--- config.mk ---
export PLATFORM = sky130hd
export DESIGN_NAME = operand_issue_queue
export DESIGN_NICKNAME = d
export VERILOG_FILES = /design/src/rtl/design_pkg.sv /design/src/rtl/sync_fifo_ram.sv /design/src/rtl/operand_issue_queue.sv
export SDC_FILE = /design/constraint.sdc
export NUM_CORES = 1
export LEC_CHECK = 0
export CAP_MARGIN = 20
export CORE_ASPECT_RATIO = 1.5
export CORE_MARGIN = 2
export CORE_UTILIZATION = 50
export DETAILED_ROUTE_END_ITERATION = 12
export GPL_TIMING_DRIVEN = 1
export PLACE_DENSITY = 0.72
export SYNTH_ARGS = -nofsm -noshare
export SYNTH_HDL_FRONTEND = slang
export SYNTH_SLANG_ARGS = --single-unit
--- constraint.sdc ---
create_clock -name i_clk -period 2.6 [get_ports i_clk]
set_input_delay 0.26 -clock i_clk [delete_from_list [all_inputs] [get_ports i_clk]]
set_output_delay 0.26 -clock i_clk [all_outputs]
set_load 0.05 [all_outputs]
--- src/rtl/design_pkg.sv ---
// Shared types and sizing helpers for the operand issue queue.
package design_pkg;

    // Issue FSM: IDLE may issue at any edge; COOL waits out the inter-issue gap.
    typedef enum logic [0:0] {
        IDLE = 1'b0,
        COOL = 1'b1
    } state_e;

    // Occupancy counters need one extra bit to tell full from empty.
    function automatic int unsigned count_width(input int unsigned depth);
        return $clog2(depth) + 1;
    endfunction

    localparam int unsigned DEFAULT_DEPTH   = 4;
    localparam int unsigned DEFAULT_COUNT_W = $clog2(DEFAULT_DEPTH) + 1;

endpackage

--- src/rtl/sync_fifo_ram.sv ---
// Register-based synchronous FIFO with occupancy count and flush.
module sync_fifo_ram import design_pkg::*; #(
    parameter int unsigned DW    = 32,
    parameter int unsigned DEPTH = 4
) (
    input  logic                            i_clk,
    input  logic                            i_rst,
    input  logic                            i_flush,
    input  logic                            i_push,
    input  logic [DW-1:0]                   i_wdata,
    input  logic                            i_pop,
    output logic [DW-1:0]                   o_rdata,
    output logic [count_width(DEPTH)-1:0]   o_count,
    output logic                            o_full,
    output logic                            o_empty
);

    localparam int unsigned AW = $clog2(DEPTH);
    localparam int unsigned CW = count_width(DEPTH);

    logic [DW-1:0] r_mem [DEPTH];
    logic [AW-1:0] r_wr_ptr;
    logic [AW-1:0] r_rd_ptr;
    logic [CW-1:0] r_count;
    logic          w_push;
    logic          w_pop;

    // Flush and reset both swallow any same-cycle push or pop.
    assign w_push  = i_push && !o_full && !i_flush && !i_rst;
    assign w_pop   = i_pop && !o_empty && !i_flush && !i_rst;
    assign o_full  = (r_count == CW'(DEPTH));
    assign o_empty = (r_count == '0);
    assign o_count = r_count;
    assign o_rdata = r_mem[r_rd_ptr];

    // Storage write; contents need no reset since count gates every read.
    always_ff @(posedge i_clk) begin
        if (w_push) begin
            r_mem[r_wr_ptr] <= i_wdata;
        end
    end

    // Pointer and occupancy update; pointers wrap naturally as DEPTH is a power of two.
    always_ff @(posedge i_clk) begin
        if (i_rst) begin
            r_wr_ptr <= '0;
            r_rd_ptr <= '0;
            r_count  <= '0;
        end else if (i_flush) begin
            r_rd_ptr <= r_wr_ptr;
            r_count  <= '0;
        end else begin
            if (w_push) begin
                r_wr_ptr <= r_wr_ptr + AW'(1);
            end
            if (w_pop) begin
                r_rd_ptr <= r_rd_ptr + AW'(1);
            end
            case ({w_push, w_pop})
                2'b10:   r_count <= r_count + CW'(1);
                2'b01:   r_count <= r_count - CW'(1);
                default: r_count <= r_count;
            endcase
        end
    end

endmodule

--- src/rtl/operand_issue_queue.sv ---
// Buffers operand pairs and issues them as spaced one-cycle start pulses.
module operand_issue_queue import design_pkg::*; #(
    parameter int unsigned W     = 16,
    parameter int unsigned DEPTH = 4,
    parameter int unsigned GAP   = 2
) (
    input  logic                            i_clk,
    input  logic                            i_rst,
    input  logic                            i_in_valid,
    output logic                            o_in_ready,
    input  logic [W-1:0]                    i_in_a,
    input  logic [W-1:0]                    i_in_b,
    input  logic                            i_flush,
    output logic                            o_start,
    output logic [W-1:0]                    o_a,
    output logic [W-1:0]                    o_b,
    output logic [count_width(DEPTH)-1:0]   o_count
);

    localparam int unsigned   GW       = $clog2(GAP + 1);
    localparam logic [GW-1:0] COOL_LD  = GW'(GAP - 1);

    state_e         r_state;
    state_e         w_state_d;
    logic [GW-1:0]  r_cool;
    logic [GW-1:0]  w_cool_d;
    logic           r_start;
    logic [W-1:0]   r_a;
    logic [W-1:0]   r_b;
    logic           w_issue;
    logic           w_push;
    logic           w_full;
    logic           w_empty;
    logic [2*W-1:0] w_rdata;

    // Ready depends only on registered occupancy, never on a same-cycle pop.
    assign o_in_ready = !w_full && !i_rst;
    assign w_push     = i_in_valid && o_in_ready;
    assign o_start    = r_start;
    assign o_a        = r_a;
    assign o_b        = r_b;

    sync_fifo_ram #(
        .DW    (2 * W),
        .DEPTH (DEPTH)
    ) u_fifo (
        .i_clk   (i_clk),
        .i_rst   (i_rst),
        .i_flush (i_flush),
        .i_push  (w_push),
        .i_wdata ({i_in_a, i_in_b}),
        .i_pop   (w_issue),
        .o_rdata (w_rdata),
        .o_count (o_count),
        .o_full  (w_full),
        .o_empty (w_empty)
    );

    // State register: FSM state and cooldown counter.
    always_ff @(posedge i_clk) begin
        if (i_rst) begin
            r_state <= IDLE;
            r_cool  <= '0;
        end else begin
            r_state <= w_state_d;
            r_cool  <= w_cool_d;
        end
    end

    // Next state: cooldown keeps counting through a flush so spacing is preserved.
    always_comb begin
        w_state_d = r_state;
        w_cool_d  = r_cool;
        case (r_state)
            IDLE: begin
                if (w_issue) begin
                    w_cool_d  = COOL_LD;
                    w_state_d = (GAP > 1) ? COOL : IDLE;
                end
            end
            COOL: begin
                if (r_cool != '0) begin
                    w_cool_d = r_cool - GW'(1);
                end else if (w_issue) begin
                    w_cool_d = COOL_LD;
                end else begin
                    w_state_d = IDLE;
                end
            end
            default: w_state_d = IDLE;
        endcase
    end

    // Output decode: issue when the gap has elapsed and a pair is waiting.
    always_comb begin
        w_issue = !w_empty && !i_flush && ((r_state == IDLE) || (r_cool == '0));
    end

    // Registered outputs; a/b change only on an issue edge.
    always_ff @(posedge i_clk) begin
        if (i_rst) begin
            r_start <= 1'b0;
            r_a     <= '0;
            r_b     <= '0;
        end else begin
            r_start <= w_issue;
            if (w_issue) begin
                r_a <= w_rdata[2*W-1:W];
                r_b <= w_rdata[W-1:0];
            end
        end
    end

endmodule

==> results.py, run 1 <==
metrics = {
    "die": {
        "ios": 73,
        "core.rowCount": 51,
        "die_x_um": 97.9,
        "fp.dieArea_um2": 14200,
        "die_h_um": 145,
        "core_area_um2": 13000,
        "start_util": 0.511,
    },
    "placed_design": {
        "io_buffers": 72,
        "placed_area_um2": 7590,
        "finalWeightedCongestion": 0.803,
        "dp_slack_ns": 0.0951,
        "place_inst": 608,
        "place_hpwl_um": 8050,
    },
    "synth": {
        "ys_seq_area_frac": 0.711,
        "netlist_area_um2": 6620,
        "syn_avg_cell_area_um2": 16.9,
        "yosys_warnings": 0,
        "synth_cells": 391,
        "synth_ff_type": "edfxtp_1",
        "synth_edf_count": 128,
        "synth.distinct_cells": 38,
        "synth-async-reset-ratio": 0,
        "synth_seq_cells": 171,
        "syn_nets": 433,
    },
    "sta": {
        "slew_headroom": 0.589,
        "fin_worst_skew_ns": 0.00539,
        "timing.final.crit_share": 0.952,
        "hold_viol": 0,
        "setup_ws_ns": 0.124,
        "setup_tns_ns": 0,
        "slew_violations": 0,
        "fmax_mhz": 404,
        "setup_viol": 0,
        "fin_crit_ns": 2.48,
        "worst_pin_slew_ns": 0.615,
        "rsz0062_at_grt": "false",
    },
    "routing": {
        "via_count": 3960,
        "drtIter0Drc": 334,
        "ant_nets": 0,
        "first_pass_iters": 5,
        "drc": 0,
        "totalWireLength_um": 14000,
        "via_per_inst": 6.19,
        "post_drt_wl_per_cell_um": 21.8,
    },
    "hold_path": {
        "min_path_type": "in -> reg",
    },
    "cts": {
        "cts_root_buffer": "clkbuf_16",
        "cts_post_setup_buffers_inserted": 0,
        "cts_tree": "built",
        "clockBufferDepth": 2,
        "hold_buffers": 0,
        "h-tree-depth": 4,
        "cts_resized": 0,
        "worstSkewPairLatency_ns": 0.42,
        "cts_buffers": 17,
        "clk_pin_slew_ns": 0.06,
        "clock_sinks": 171,
    },
    "job": {
        "cap_violations": 0,
    },
    "global_routing": {
        "overflow": 0,
        "grt_pass1_vias": 4088,
        "grt_max_degree": 37,
        "antenna_found_initial": 0,
        "grt_usage": 0.202,
        "grt_pass1_wl_um": 21300,
    },
    "setup_path": {
        "worstPathMaxFanout": 6,
        "path_buf_inv": 2,
        "end_kind": "register",
        "criticalPathCategory": "reg -> reg",
        "slowest_stage": "or3b_1",
        "path_cells": "or3b_1 -> and3_1 -> inv_1 -> ha_1 -> inv_1 -> fa_1 -> xor2_1 -> or3_1 -> a21oi_1",
        "crit_path_max_incr_delay_ns": 0.48,
        "crit_path_start_kind": "register",
        "crit_arrival_ns": 2.81,
        "crit_required_ns": 2.94,
        "crit_family": "simple AND/OR/NAND/NOR gates",
        "crit_top_cell": "inv_1",
    },
    "power": {
        "powerDensity_nw_per_um2": 711,
        "peakVddDrop_v": 0.000431,
        "p_leak_nw": 2.58,
    },
    "finish": {
        "design_area_um2": 8190,
        "layout_commonest_cell": "edfxtp_1",
        "n_antenna_cell": 0,
        "finalNetCount": 510,
        "drive_gt1_frac": 0.179,
        "final_cell_mix": "edfxtp_1, clkdlybuf4s50_1, dfxtp_1, a21oi_1",
        "fin_cells": 640,
        "area_delta_synth_final_pct": 23.8,
    },
    "status": {
        "status": "complete, no violations",
    },
}
[sequential cells by signal, indices dropped and copies added, names as in the netlist]
name             flops
o_start              1
u_fifo.r_rd_ptr      2
o_a                 16
r_cool               2
u_fifo.o_count       3
r_state              1
o_b                 16
u_fifo.r_mem       128
u_fifo.r_wr_ptr      2
[Yosys cell counts (3+ instances only)]
library cell | n | area [µm²]
edfxtp_1 | 128 | 3840
dfxtp_1 | 43 | 861
a21oi_1 | 37 | 185
nand4_1 | 33 | 206
o31ai_1 | 33 | 248
mux4_2 | 23 | 518
clkbuf_1 | 20 | 75.1
buf_2 | 9 | 45.0
mux4_1 | 9 | 236
inv_1 | 7 | 26.3
ha_1 | 5 | 62.6
nor2_1 | 5 | 18.8
and2_1 | 4 | 25.0
nor3_1 | 3 | 15.0
[metal layers]
layer	wire, µm	global-route usage	share of wire
met5	0	0	0
met4	314	0.0921	0.022
met3	712	0.0427	0.051
met2	7600	0.363	0.54
met1	5350	0.232	0.38
[worst paths after layout]
check                    start                 to  slack [ns]  cells after the start
max          u_fifo.o_count[0]  u_fifo.o_count[2]        0.12                      9
min                      i_rst            o_a[14]        0.30                      3
max reg2reg  u_fifo.o_count[0]  u_fifo.o_count[2]        0.12                      9
min reg2reg             o_b[3]             o_b[3]        0.47                      2
[cell type report]
class | count | area (µm²)
Multi-Input combinational cell | 177 | 1720
Fill cell | 953 | 4770
Inverter | 9 | 33.8
Clock buffer | 17 | 425
Clock inverter | 15 | 173
Sequential cell | 171 | 4710
Timing Repair Buffer | 92 | 928
Tap cell | 159 | 199
[stage by stage]
stage | utilization | hold WS, ns | total power [mW]
global placement | 0.586 | 0.457 | 3.35
finish | 0.632 | 0.298 | 5.82
floorplan | - | 0.359 | 3.22
CTS | 0.632 | 0.281 | 5.87
detailed placement | 0.586 | 0.463 | 3.36
global route | 0.632 | 0.304 | 6.00
[where the power goes]
group / leakage, nW / internal [mW] / switching (mW)
logic: 0.800 / 0.147 / 0.171
clock network: 0.280 / 1.51 / 1.01
registers: 1.50 / 2.96 / 0.0163
[logic make-up (layout without fill, tap and decap cells)]
| logic type | count (synthesis) | in the layout | share of synthesized area |
|---|---|---|---|
| muxes | 32 | 32 | 0.114 |
| AOI/OAI and AO/OA | 81 | 81 | 0.0774 |
| and+or+nand+nor | 56 | 56 | 0.0514 |
| xor gates and xnor gates | 2 | 2 | 0.00265 |
| adders and majority gates | 6 | 6 | 0.0125 |
| DFF | 171 | 171 | 0.711 |
| buffers and inverters | 43 | 133 | 0.0308 |
[worst register-to-register path, stage by stage (launching register included)]
cell and delay (ns):
dfxtp_1 0.38, or3b_1 0.48, and3_1 0.22, inv_1 0.06
ha_1 0.17, inv_1 0.06, fa_1 0.38, xor2_1 0.16
or3_1 0.32, a21oi_1 0.18
Power figures use the tool's default switching activity.
==> inputs of run 2 (changes only) <==
--- a/config.mk
+++ b/config.mk
@@ -9,6 +9,7 @@
 export CORE_ASPECT_RATIO = 1.5
 export CORE_MARGIN = 2
 export CORE_UTILIZATION = 50
+export CTS_BUF_LIST = sky130_fd_sc_hd__clkbuf_8
 export DETAILED_ROUTE_END_ITERATION = 12
 export GPL_TIMING_DRIVEN = 1
 export PLACE_DENSITY = 0.72
==> results.py, run 2 (synthesis results as in run 1) <==
metrics = {
    "placed_design": {
        "placed_area_um2": 7590,
        "place_hpwl_um": 8050,
        "finalWeightedCongestion": 0.803,
        "io_buffers": 72,
    },
    "global_routing": {
        "grt_pass1_vias": 4068,
        "overflow": 0,
        "grt_max_degree": 37,
        "grt_usage": 0.199,
        "antenna_found_initial": 0,
        "grt_pass1_wl_um": 21100,
    },
    "sta": {
        "hold_viol": 0,
        "fin_worst_skew_ns": 0.00753,
        "timing.final.crit_share": 0.954,
        "slew_headroom": 0.585,
        "worst_pin_slew_ns": 0.620,
        "fin_crit_ns": 2.48,
        "setup_tns_ns": 0,
        "rsz0062_at_grt": "false",
        "fmax_mhz": 403,
        "hold_slack_ns": 0.265,
        "slew_violations": 0,
        "setup_viol": 0,
    },
    "cts": {
        "cts_resized": 0,
        "worstSkewPairLatency_ns": 0.44,
        "clockBufferDepth": 2,
        "clk_pin_slew_ns": 0.09,
        "cts_tree": "built",
        "cts_post_setup_buffers_inserted": 0,
        "clock_sinks": 171,
        "h-tree-depth": 4,
        "cts_buffers": 17,
        "cts_root_buffer": "clkbuf_8",
        "hold_buffers": 0,
    },
    "setup_path": {
        "criticalPathCategory": "reg -> reg",
        "end_kind": "register",
        "crit_required_ns": 2.97,
        "crit_path_start_kind": "register",
        "worstPathMaxFanout": 6,
        "crit_arrival_ns": 2.85,
    },
    "power": {
        "internal_power_mw": 4.05,
        "p_switching_mw": 1.11,
        "seqPwrFrac": 0.577,
        "p_leak_nw": 2.50,
        "peakVddDrop_v": 0.000440,
        "clkPwrFrac": 0.362,
        "finalPower_mw": 5.16,
        "powerDensity_nw_per_um2": 645,
        "comb_power_share": 0.061,
        "p_sw_frac": 0.214,
    },
    "die": {
        "fp.dieArea_um2": 14200,
        "start_util": 0.511,
        "core_area_um2": 13000,
        "core.rowCount": 51,
        "die_x_um": 97.9,
        "die_h_um": 145,
        "ios": 73,
    },
    "finish": {
        "design_area_um2": 8000,
        "n_antenna_cell": 0,
        "largest_reg_flops": 128,
        "drive_gt1_frac": 0.179,
        "area_delta_synth_final_pct": 20.9,
        "fin_util": 0.617,
        "final_cell_mix": "edfxtp_1, clkdlybuf4s50_1, dfxtp_1, a21oi_1",
        "fill_cells": 974,
        "layout_commonest_cell": "edfxtp_1",
        "finalNetCount": 510,
        "regMostFlops": "u_fifo.r_mem",
    },
    "hold_path": {
        "min_path_type": "in -> reg",
    },
    "routing": {
        "first_pass_iters": 5,
        "totalWireLength_um": 13700,
        "drtIter0Drc": 367,
        "drc": 0,
        "ant_nets": 0,
        "via_count": 3910,
        "post_drt_wl_per_cell_um": 21.4,
        "via_per_inst": 6.11,
    },
    "job": {
        "cap_violations": 0,
    },
    "status": {
        "status": "complete, no violations",
    },
}
-- run 2: changes by cell type in the layout (fill, tap and decap cells not counted) --
cell	delta
clkbuf_8	+17
clkbuf_16	-17
-- run 2: area by class of cell --
type / instances / area (µm²) / share of cell area
inverters: 9 / 33.8 / 0.00422
flip-flops and latches: 171 / 4710 / 0.589
multi-input cells: 177 / 1720 / 0.215
repair buffers: 92 / 928 / 0.116
well taps: 159 / 199 / 0.0249
clock inverters: 15 / 173 / 0.0216
clock buffers: 17 / 234 / 0.0293
-- run 2: power groups by stage --
stage | Sequential, mW | Combinational [mW] | Clock (mW)
3_3_place_gp | 3.04 | 0.311 | 0
5_1_grt | 2.98 | 0.338 | 2.03
4_1_cts | 2.98 | 0.320 | 1.92
2_1_floorplan | 3.06 | 0.161 | 0
6_report | 2.97 | 0.317 | 1.87
3_5_place_dp | 3.04 | 0.318 | 0
-- run 2: routing by layer --
| metal | track usage | up-vias | wire length (µm) |
|---|---|---|---|
| li1 | - | 1743 | - |
| met2 | 0.361 | 167 | 7560 |
| met5 | 0 | - | 0 |
| met3 | 0.0432 | 21 | 890 |
| met4 | 0.0914 | 0 | 249 |
| met1 | 0.224 | 1979 | 4980 |
-- run 2: critical path, stage by stage, from the launching register on --
cell and delay [ns]:
dfxtp_1 0.39, or3b_1 0.48, and3_1 0.22, inv_1 0.05, ha_1 0.17, inv_1 0.06, fa_1 0.38, xor2_1 0.16
or3_1 0.32, a21oi_1 0.18
-- run 2: stage by stage --
| stage | cells | setup WS [ns] |
|---|---|---|
| 3_3_place_gp | 608 | 0.207 |
| 6_report | 640 | 0.120 |
| 4_1_cts | 640 | 0.128 |
| 2_1_floorplan | 391 | 0.0573 |
| 5_1_grt | 640 | 0.0129 |
| 3_5_place_dp | 608 | 0.0951 |
-- run 2: worst paths after layout --
check | from | endpoint | slack [ns] | cells past startpoint
worst min-delay path | i_rst | o_b[3] | 0.27 | 3
worst max register to register | u_fifo.o_count[0] | u_fifo.o_count[2] | 0.12 | 9
worst min register to register | o_b[3] | o_b[3] | 0.47 | 2
worst max-delay path | u_fifo.o_count[0] | u_fifo.o_count[2] | 0.12 | 9
